## src/rtl/vec_mem_pkg.sv

```systemverilog
// Shared types and sizing for the vector memory sequencer.
// Optional feature macro used by the top: VEC_STORE_MASK_EN.
package vec_mem_pkg;

  localparam int SCALAR_W = 32;
  localparam int VECTOR_W = 192;
  localparam int LANES    = VECTOR_W / SCALAR_W;

  // Beat counter width for a given lane count; a single lane still needs one bit.
  function automatic int beat_width(input int lanes);
    return (lanes > 1) ? $clog2(lanes) : 1;
  endfunction

  localparam int BEAT_W = beat_width(LANES);

  typedef enum logic [1:0] {
    IDLE,
    XFER,
    DONE
  } state_e;

endpackage

```

## src/rtl/vec_lane_buffer.sv

```systemverilog
// Lane-addressed assembly buffer: L words of S bits, one lane written per
// cycle, cleared synchronously at the start of each access, read out flat.
module vec_lane_buffer #(
  parameter int S  = 32,
  parameter int L  = 6,
  parameter int BW = 3
) (
  input  logic          clk_i,
  input  logic          rst_ni,
  input  logic          clr_i,
  input  logic          we_i,
  input  logic [BW-1:0] lane_i,
  input  logic [S-1:0]  wd_i,
  output logic [L*S-1:0] data_o
);

  logic [S-1:0] lane_q [L];

  // Clear takes priority so a fresh access never sees stale lanes.
  always_ff @(posedge clk_i or negedge rst_ni) begin
    if (!rst_ni) begin
      for (int i = 0; i < L; i++) lane_q[i] <= '0;
    end else if (clr_i) begin
      for (int i = 0; i < L; i++) lane_q[i] <= '0;
    end else if (we_i) begin
      for (int i = 0; i < L; i++) begin
        if (lane_i == BW'(i)) lane_q[i] <= wd_i;
      end
    end
  end

  for (genvar g = 0; g < L; g++) begin : g_flat
    assign data_o[g*S +: S] = lane_q[g];
  end

endmodule

```

## src/rtl/vec_mem_sequencer.sv

```systemverilog
// Memory-stage front end: serialises one scalar or vector request into
// S-bit beats on a scalar memory port and assembles vector load data.
// Optional feature macro: VEC_STORE_MASK_EN (per-lane write mask on vector stores).
module vec_mem_sequencer
  import vec_mem_pkg::*;
#(
  parameter int S = SCALAR_W,
  parameter int V = VECTOR_W
) (
  input  logic         clk,
  input  logic         rst,
  input  logic         req_valid,
  input  logic         req_we,
  input  logic         req_vec,
  input  logic [S-1:0] req_addr,
  input  logic [V-1:0] req_wd,
`ifdef VEC_STORE_MASK_EN
  input  logic [V/S-1:0] req_mask,
`endif
  output logic         stall,
  output logic         resp_valid,
  output logic [V-1:0] resp_rd,
  output logic         mem_we,
  output logic [S-1:0] mem_addr,
  output logic [S-1:0] mem_wd,
  input  logic [S-1:0] mem_rd
);

  localparam int L  = V / S;
  localparam int BW = beat_width(L);

  state_e        state_q;
  logic [BW-1:0] beat_q;
  logic [BW-1:0] last_q;
  logic          we_q;
  logic [S-1:0]  addr_q;
  logic [V-1:0]  wd_q;
`ifdef VEC_STORE_MASK_EN
  logic          vec_q;
  logic [L-1:0]  mask_q;
`endif

  logic          accept;
  logic          in_xfer;
  logic          lane_en;
  logic [S-1:0]  lane_wd;

  assign accept  = (state_q == IDLE) && req_valid;
  assign in_xfer = (state_q == XFER);

  // Sequencer: latch the request on acceptance, walk the beats, then one DONE cycle.
  always_ff @(posedge clk or negedge rst) begin
    if (!rst) begin
      state_q <= IDLE;
      beat_q  <= '0;
      last_q  <= '0;
      we_q    <= 1'b0;
      addr_q  <= '0;
      wd_q    <= '0;
`ifdef VEC_STORE_MASK_EN
      vec_q   <= 1'b0;
      mask_q  <= '0;
`endif
    end else begin
      case (state_q)
        IDLE: begin
          if (req_valid) begin
            we_q    <= req_we;
            addr_q  <= req_addr;
            wd_q    <= req_wd;
            beat_q  <= '0;
            last_q  <= req_vec ? BW'(L - 1) : '0;
`ifdef VEC_STORE_MASK_EN
            vec_q   <= req_vec;
            mask_q  <= req_mask;
`endif
            state_q <= XFER;
          end
        end
        XFER: begin
          if (beat_q == last_q) state_q <= DONE;
          else                  beat_q  <= beat_q + BW'(1);
        end
        DONE: begin
          state_q <= IDLE;
        end
        default: begin
          state_q <= IDLE;
        end
      endcase
    end
  end

  // Select the store word for the current beat and decide whether it is written.
  always_comb begin
    lane_wd = '0;
    for (int i = 0; i < L; i++) begin
      if (beat_q == BW'(i)) lane_wd = wd_q[i*S +: S];
    end
`ifdef VEC_STORE_MASK_EN
    lane_en = vec_q ? mask_q[beat_q] : 1'b1;
`else
    lane_en = 1'b1;
`endif
  end

  // Port drive: memory signals live only in XFER and fall with the state on reset.
  always_comb begin
    stall      = in_xfer || accept;
    resp_valid = (state_q == DONE);
    mem_we     = 1'b0;
    mem_addr   = '0;
    mem_wd     = '0;
    if (in_xfer) begin
      mem_we   = we_q && lane_en;
      mem_addr = addr_q + S'(beat_q);
      mem_wd   = lane_wd;
    end
  end

  vec_lane_buffer #(
    .S  (S),
    .L  (L),
    .BW (BW)
  ) u_buf (
    .clk_i  (clk),
    .rst_ni (rst),
    .clr_i  (accept),
    .we_i   (in_xfer && !we_q),
    .lane_i (beat_q),
    .wd_i   (mem_rd),
    .data_o (resp_rd)
  );

endmodule
```

## config.mk

```make
export PLATFORM = sky130hd
export DESIGN_NAME = vec_mem_sequencer
export DESIGN_NICKNAME = d
export VERILOG_FILES = /design/src/rtl/vec_mem_pkg.sv /design/src/rtl/vec_lane_buffer.sv /design/src/rtl/vec_mem_sequencer.sv
export SDC_FILE = /design/constraint.sdc
export NUM_CORES = 1
export LEC_CHECK = 0
export CORE_MARGIN = 3
export CORE_UTILIZATION = 45
export DETAILED_ROUTE_END_ITERATION = 10
export PLACE_DENSITY_LB_ADDON = 0.3
export SLEW_MARGIN = 20
export SYNTH_ARGS = -nofsm -noshare
export SYNTH_HDL_FRONTEND = slang
export SYNTH_SLANG_ARGS = --single-unit
```

## constraint.sdc

```tcl
create_clock -name clk -period 7.8 [get_ports clk]
set_input_delay 1.17 -clock clk [delete_from_list [all_inputs] [get_ports clk]]
set_output_delay 1.17 -clock clk [all_outputs]
set_load 0.02 [all_outputs]
```

=== Word-level counts from Yosys, hierarchy flattened ===
Index checks and enable logic that the tools add are counted.

* Bits in registers: 425
* Bits in latches: 0
* Memory bits (writable): 0
* Bits in read-only memories: 0
* Bits of input ports: 261
* Word-level logic and storage cells: 72
* Memories kept: 0

* Add/sub/neg operators: 2
* $mul: 0
* Div/mod/pow operators: 0
* $lt $le $gt $ge: 0
* Equality and inequality tests: 11
* Shift-type cells: 0
* Muxes and demuxes: 24
* Bitwise gates (word level): 0
* Reduce and logical (&&, ||, !) cells: 23

{| class="wikitable"
|+ Operator list
! operator !! number
|-
| $mux 32 || 14
|-
| $mux 192 || 2
|-
| $add 32x3->32 || 1
|-
| $reduce_and 2->1 || 8
|-
| $reduce_bool 2->1 || 8
|-
| $mux 3 || 3
|-
| $eq 3x2->1 const B || 2
|-
| $eq 3x3->1 const B || 2
|-
| $pmux 3 s2 || 1
|-
| $mux 2 || 2
|-
| $ne 2x2->1 const B || 2
|-
| $pmux 2 s2 || 1
|-
| $add 3x1->3 const B || 1
|-
| $eq 3x1->1 const B || 1
|-
| $eq 3x3->1 || 1
|-
| $logic_not 3->1 || 1
|-
| $reduce_and 3->1 || 1
|-
| $eq 2x1->1 const B || 1
|-
| $eq 2x2->1 const B || 1
|-
| $logic_and 1x1->1 || 2
|-
| $logic_not 2->1 || 1
|-
| $ne 2x1->1 const B || 1
|-
| $logic_not 1->1 || 1
|-
| $logic_or 1x1->1 || 1
|-
| $mux 1 || 1
|}

=== Logic depth before layout (Yosys ltp) ===
* Word-level depth: 8
* Gate-level depth with buffers: 9
* Depth with buffers taken out: 7

=== By module ===
From an unflattened synthesis, not the netlist that was laid out.

* Cell total of the unflattened synthesis: 2038
* Area total of the unflattened synthesis: 19500.0 µm²

{| class="wikitable"
|+ By module, submodules not included
! module !! instances !! cells an instance !! area an instance (µm²)
|-
| vec_mem_sequencer || 1 || 1373 || 11045.6
|-
| vec_lane_buffer || 1 || 665 || 8454.4
|}

=== Least setup slack after synthesis ===
No wires, ideal clock.

* Kind: register -> output
* Start: register beat_q[0]
* End: output mem_addr[18]
* Data arrival time: 2507 ps
* Required time: 6630 ps
* Path slack: 4123 ps
* Stages on the path, launching flop included: 9
* Cells stage by stage: dfrtp_1 > ha_1 > inv_1 > fa_1 > nand2b_1 > a2111o_1 > clkbuf_1 > or3_1 > a21oi_1

* Cells in the longest elaborated chain, start to end: 2

{| class="wikitable"
|+ RTL lines
! what !! RTL line !! text
|-
| start, declared || vec_mem_sequencer.sv:33 || <nowiki>logic [BW-1:0] beat_q;</nowiki>
|-
| start signal, assigned || vec_mem_sequencer.sv:82 || <nowiki>else beat_q <= beat_q + BW'(1);</nowiki>
|-
| $add 32x3->32 || vec_mem_sequencer.sv:116 || <nowiki>mem_addr = addr_q + S'(beat_q);</nowiki>
|-
| $mux 32 || vec_mem_sequencer.sv:114 || <nowiki>if (in_xfer) begin</nowiki>
|-
| end, declared || vec_mem_sequencer.sv:24 || <nowiki>output logic [S-1:0] mem_addr,</nowiki>
|}

No other way between the ends.

=== Worst setup path after layout ===
* Start: register beat_q[1]
* End: output mem_wd[17]

* Cells in the longest elaborated chain, start to end: 8
* Elaborated cells between the ends (all ways): 13
* Classes of those cells: eq/ne: 5; mux: 7; reduce/logical: 1

{| class="wikitable"
|+ RTL lines
! what !! RTL line !! text
|-
| $logic_not 3->1 || vec_mem_sequencer.sv:98 || <nowiki>if (beat_q == BW'(i)) lane_wd = wd_q[i*S +: S];</nowiki>
|-
| $mux 32 (5 in a row) || vec_mem_sequencer.sv:98 ||
|-
| $mux 32 * || vec_mem_sequencer.sv:98 ||
|-
| $mux 32 * || vec_mem_sequencer.sv:114 ||
|-
| end, declared || vec_mem_sequencer.sv:25 || <nowiki>output logic [S-1:0] mem_wd,</nowiki>
|}

Every way passes the cells marked *; elsewhere a longest branch is shown, timed or not.

==> impl_metrics.env <==
export IMPL_synth_edf_count=0
export IMPL_synthesis_area_sq_um=17800
export IMPL_root_buffer="clkbuf_16"
export IMPL_port_buffers=519
export IMPL_routed_wl_mm=58.8
export IMPL_cts_sinks=423
export IMPL_drcViolationCount=0
export IMPL_hp_start="wd_q[39]"
export IMPL_via_per_inst=5.34
export IMPL_critPathCaptureType="output pin"
export IMPL_drive_gt1_frac=0.0394
export IMPL_dp_hpwl_mm=40.4
export IMPL_synthXorXnorAreaFrac=0.00295
export IMPL_finalHoldViolCount=0
export IMPL_cts_hold_buf=0
export IMPL_yosysMostFrequentCell="nand2_1"
export IMPL_power_density_nw_per_um2=437
export IMPL_start_kind="flip-flop"
export IMPL_syn_num_nets=2297
export IMPL_dr_pass1_iters=8
export IMPL_post_cts_buffers=0
export IMPL_synthTopCellsByArea="dfrtp_1 59%, nand2_1 20%, o21ai_0 6.7%"
export IMPL_die_area_sq_um=42100
export IMPL_gp_congestion=0.885
export IMPL_post_place_ws_ns=3.22
export IMPL_syn_to_final_growth_pct=39.3
export IMPL_drt_iter0_markers=1357
export IMPL_outcome="finished clean"
export IMPL_synthSimpleGateAreaFrac=0.239
export IMPL_critical_path_top_delay_family="simple AND/OR/NAND/NOR gates"
export IMPL_yosysUniqueCellTypes=43
export IMPL_die_h_um=205
export IMPL_skew_ns=0.0212
export IMPL_fin_tns_setup_ns=0
export IMPL_vdd_drop_max_uv=243
export IMPL_p_leak_nw=11.4
export IMPL_hp_class="flip-flop to flip-flop"
export IMPL_synth_compound_area_frac=0.124
export IMPL_power_total_w=0.0108
export IMPL_worstPathCellList="inv_1, ha_2, and2_1, and3_2, a222oi_1, o21ai_0, clkdlybuf4s50_1"
export IMPL_arrival_ns=3.97
export IMPL_path_max_fanout=36
export IMPL_ys_top_cells_by_count="935 x nand2_1, 423 x dfrtp_1, 238 x o21ai_0"
export IMPL_r2r_end="wd_q[188]"
export IMPL_syn_instance_count=2027
export IMPL_synthMuxAreaShare=0.00119
export IMPL_drv_slew=0
export IMPL_fin_nets=2747
export IMPL_avgSynthCellArea_sq_um=8.80
export IMPL_cap_violations=0
export IMPL_clk_pin_slew_ns=0.06
export IMPL_max_stage_delay_ns=0.74
export IMPL_cts_tree="done"
export IMPL_coreArea_sq_um=38900
export IMPL_fin_crit_ns=5.14
export IMPL_setup_viol=0
export IMPL_ys_seq_elements=423
export IMPL_timing_worst_setup_path_type="flip-flop to output pin"
export IMPL_track_usage=0.276
export IMPL_max_slew_worst_pin_slew_ns=1.02
export IMPL_grt_max_degree=214
export IMPL_ioPinCount=520
export IMPL_gr_total_overflow=0
export IMPL_synthAdderAreaFrac=0.00674
export IMPL_reg2reg_slack_ns=5.02
export IMPL_max_freq_ghz=0.195
export IMPL_clkLatencyLatePin_ns=0.57
export IMPL_synth_top_family_by_area="simple AND/OR/NAND/NOR gates"
export IMPL_yosys_warnings=0
export IMPL_synth_flop_cell="dfrtp_1"
export IMPL_hold_path_cell_count=2
export IMPL_synth_area_leader_cell="dfrtp_1"
export IMPL_synth_async_reset_ratio=1.00
export IMPL_ys_seq_area_frac=0.594
export IMPL_initial_core_util=0.458
export IMPL_row_count=72
export IMPL_clk_path_buf_depth=3
export IMPL_rsz0062_at_grt="false"
export IMPL_drt_wirelength_per_cell_um=19.4
export IMPL_layout_setup_ws_ns=2.66
export IMPL_reg2reg_from="state_q[0]"
export IMPL_reg2reg_depth=6
export IMPL_antenna_found_initial=10
export IMPL_fin_crit_sh=0.659
export IMPL_timing_critical_path_buf_inv=2
export IMPL_cts_resized=0
export IMPL_synth_top_area_share=0.594
export IMPL_num_vias=16204
export IMPL_hold_path_end="wd_q[39]"
export IMPL_ant_nets=0
export IMPL_grt_pass1_vias=16025
export IMPL_cts_buffers=45
export IMPL_relSlewSlack=0.317
export IMPL_die_w_um=205
export IMPL_cp_required_ns=6.63
export IMPL_grt_pass1_wl_mm=90.7
export IMPL_cpMaxStageDelayCell="ha_2"
export IMPL_htreeDepth=2
worst max path at each step:
stage,startpoint,to,slack (ns),depth (start not counted)
detailed placement,beat_q[1],mem_wd[22],3.22,7
finish,beat_q[1],mem_wd[17],2.66,7
global route,beat_q[1],mem_wd[22],2.37,7
floorplan,beat_q[0],mem_addr[18],4.12,8
global placement,beat_q[1],mem_wd[22],3.34,7
CTS,beat_q[1],mem_wd[7],2.59,7
layer usage:
layer	track usage	routed length, um	vias up
met5	0	86	-
met1	0.351	23100	7719
li1	-	-	7575
met4	0.126	3010	12
met3	0.0915	6000	163
met2	0.429	26600	735
layout make-up:
type,instances,area [sq um]
tap,518,648
clock inverter,13,159
sequential,423,10600
inverter,12,45.0
antenna,4,10.0
clock buffer,67,1300
fill,3258,14100
multi-input combinational,1458,6720
timing repair buffer,537,5380
registers in the layout, indices dropped and copies added, names as in the netlist:
signal        count
beat_q            3
wd_q            192
u_buf.data_o    192
state_q           2
we_q              1
addr_q           32
last_q            1
metrics by stage:
stage                     hold slack [ns]   util  instance area, sq um  instances
after floorplan                     0.438      -                 17800       2027
after global placement              0.455  0.600                 23400       2947
after detailed placement            0.463  0.600                 23400       2947
after CTS                           0.477  0.638                 24800       3027
after global routing                0.490  0.638                 24800       3030
final                               0.471  0.638                 24800       3032
tightest hold or removal path, delay by kind of cell (launching register included):
kind / cells / cell delay, ns
and+or+nand+nor: 2 / 0.10
DFF: 1 / 0.34
layout by cell type (no fill, tap or decap), drive strengths merged, types with 13 or more instances in the layout:
| cell | n |
|---|---|
| clkdlybuf4s50 | 518 |
| a21oi | 88 |
| nand2 | 935 |
| buf | 19 |
| nand3b | 31 |
| a222oi | 31 |
| or4 | 15 |
| dfrtp | 423 |
| o31ai | 14 |
| clkbuf | 67 |
| o21ai | 242 |
| inv | 13 |
logic make-up after synthesis:
| group | count (synthesis) |
|---|---|
| xor gates and xnor gates | 6 |
| adders and majority gates | 9 |
| muxes | 2 |
| AOI/OAI and AO/OA | 392 |
| buffers and inverters | 146 |
| and+or+nand+nor | 1049 |
| DFF | 423 |
power by group:
group	internal, W	switching [W]
sequential	0.00321	0.000667
combinational	0.00188	0.00299
clock	0.00122	0.000876
No activity file was read; power rests on OpenSTA's default activity.
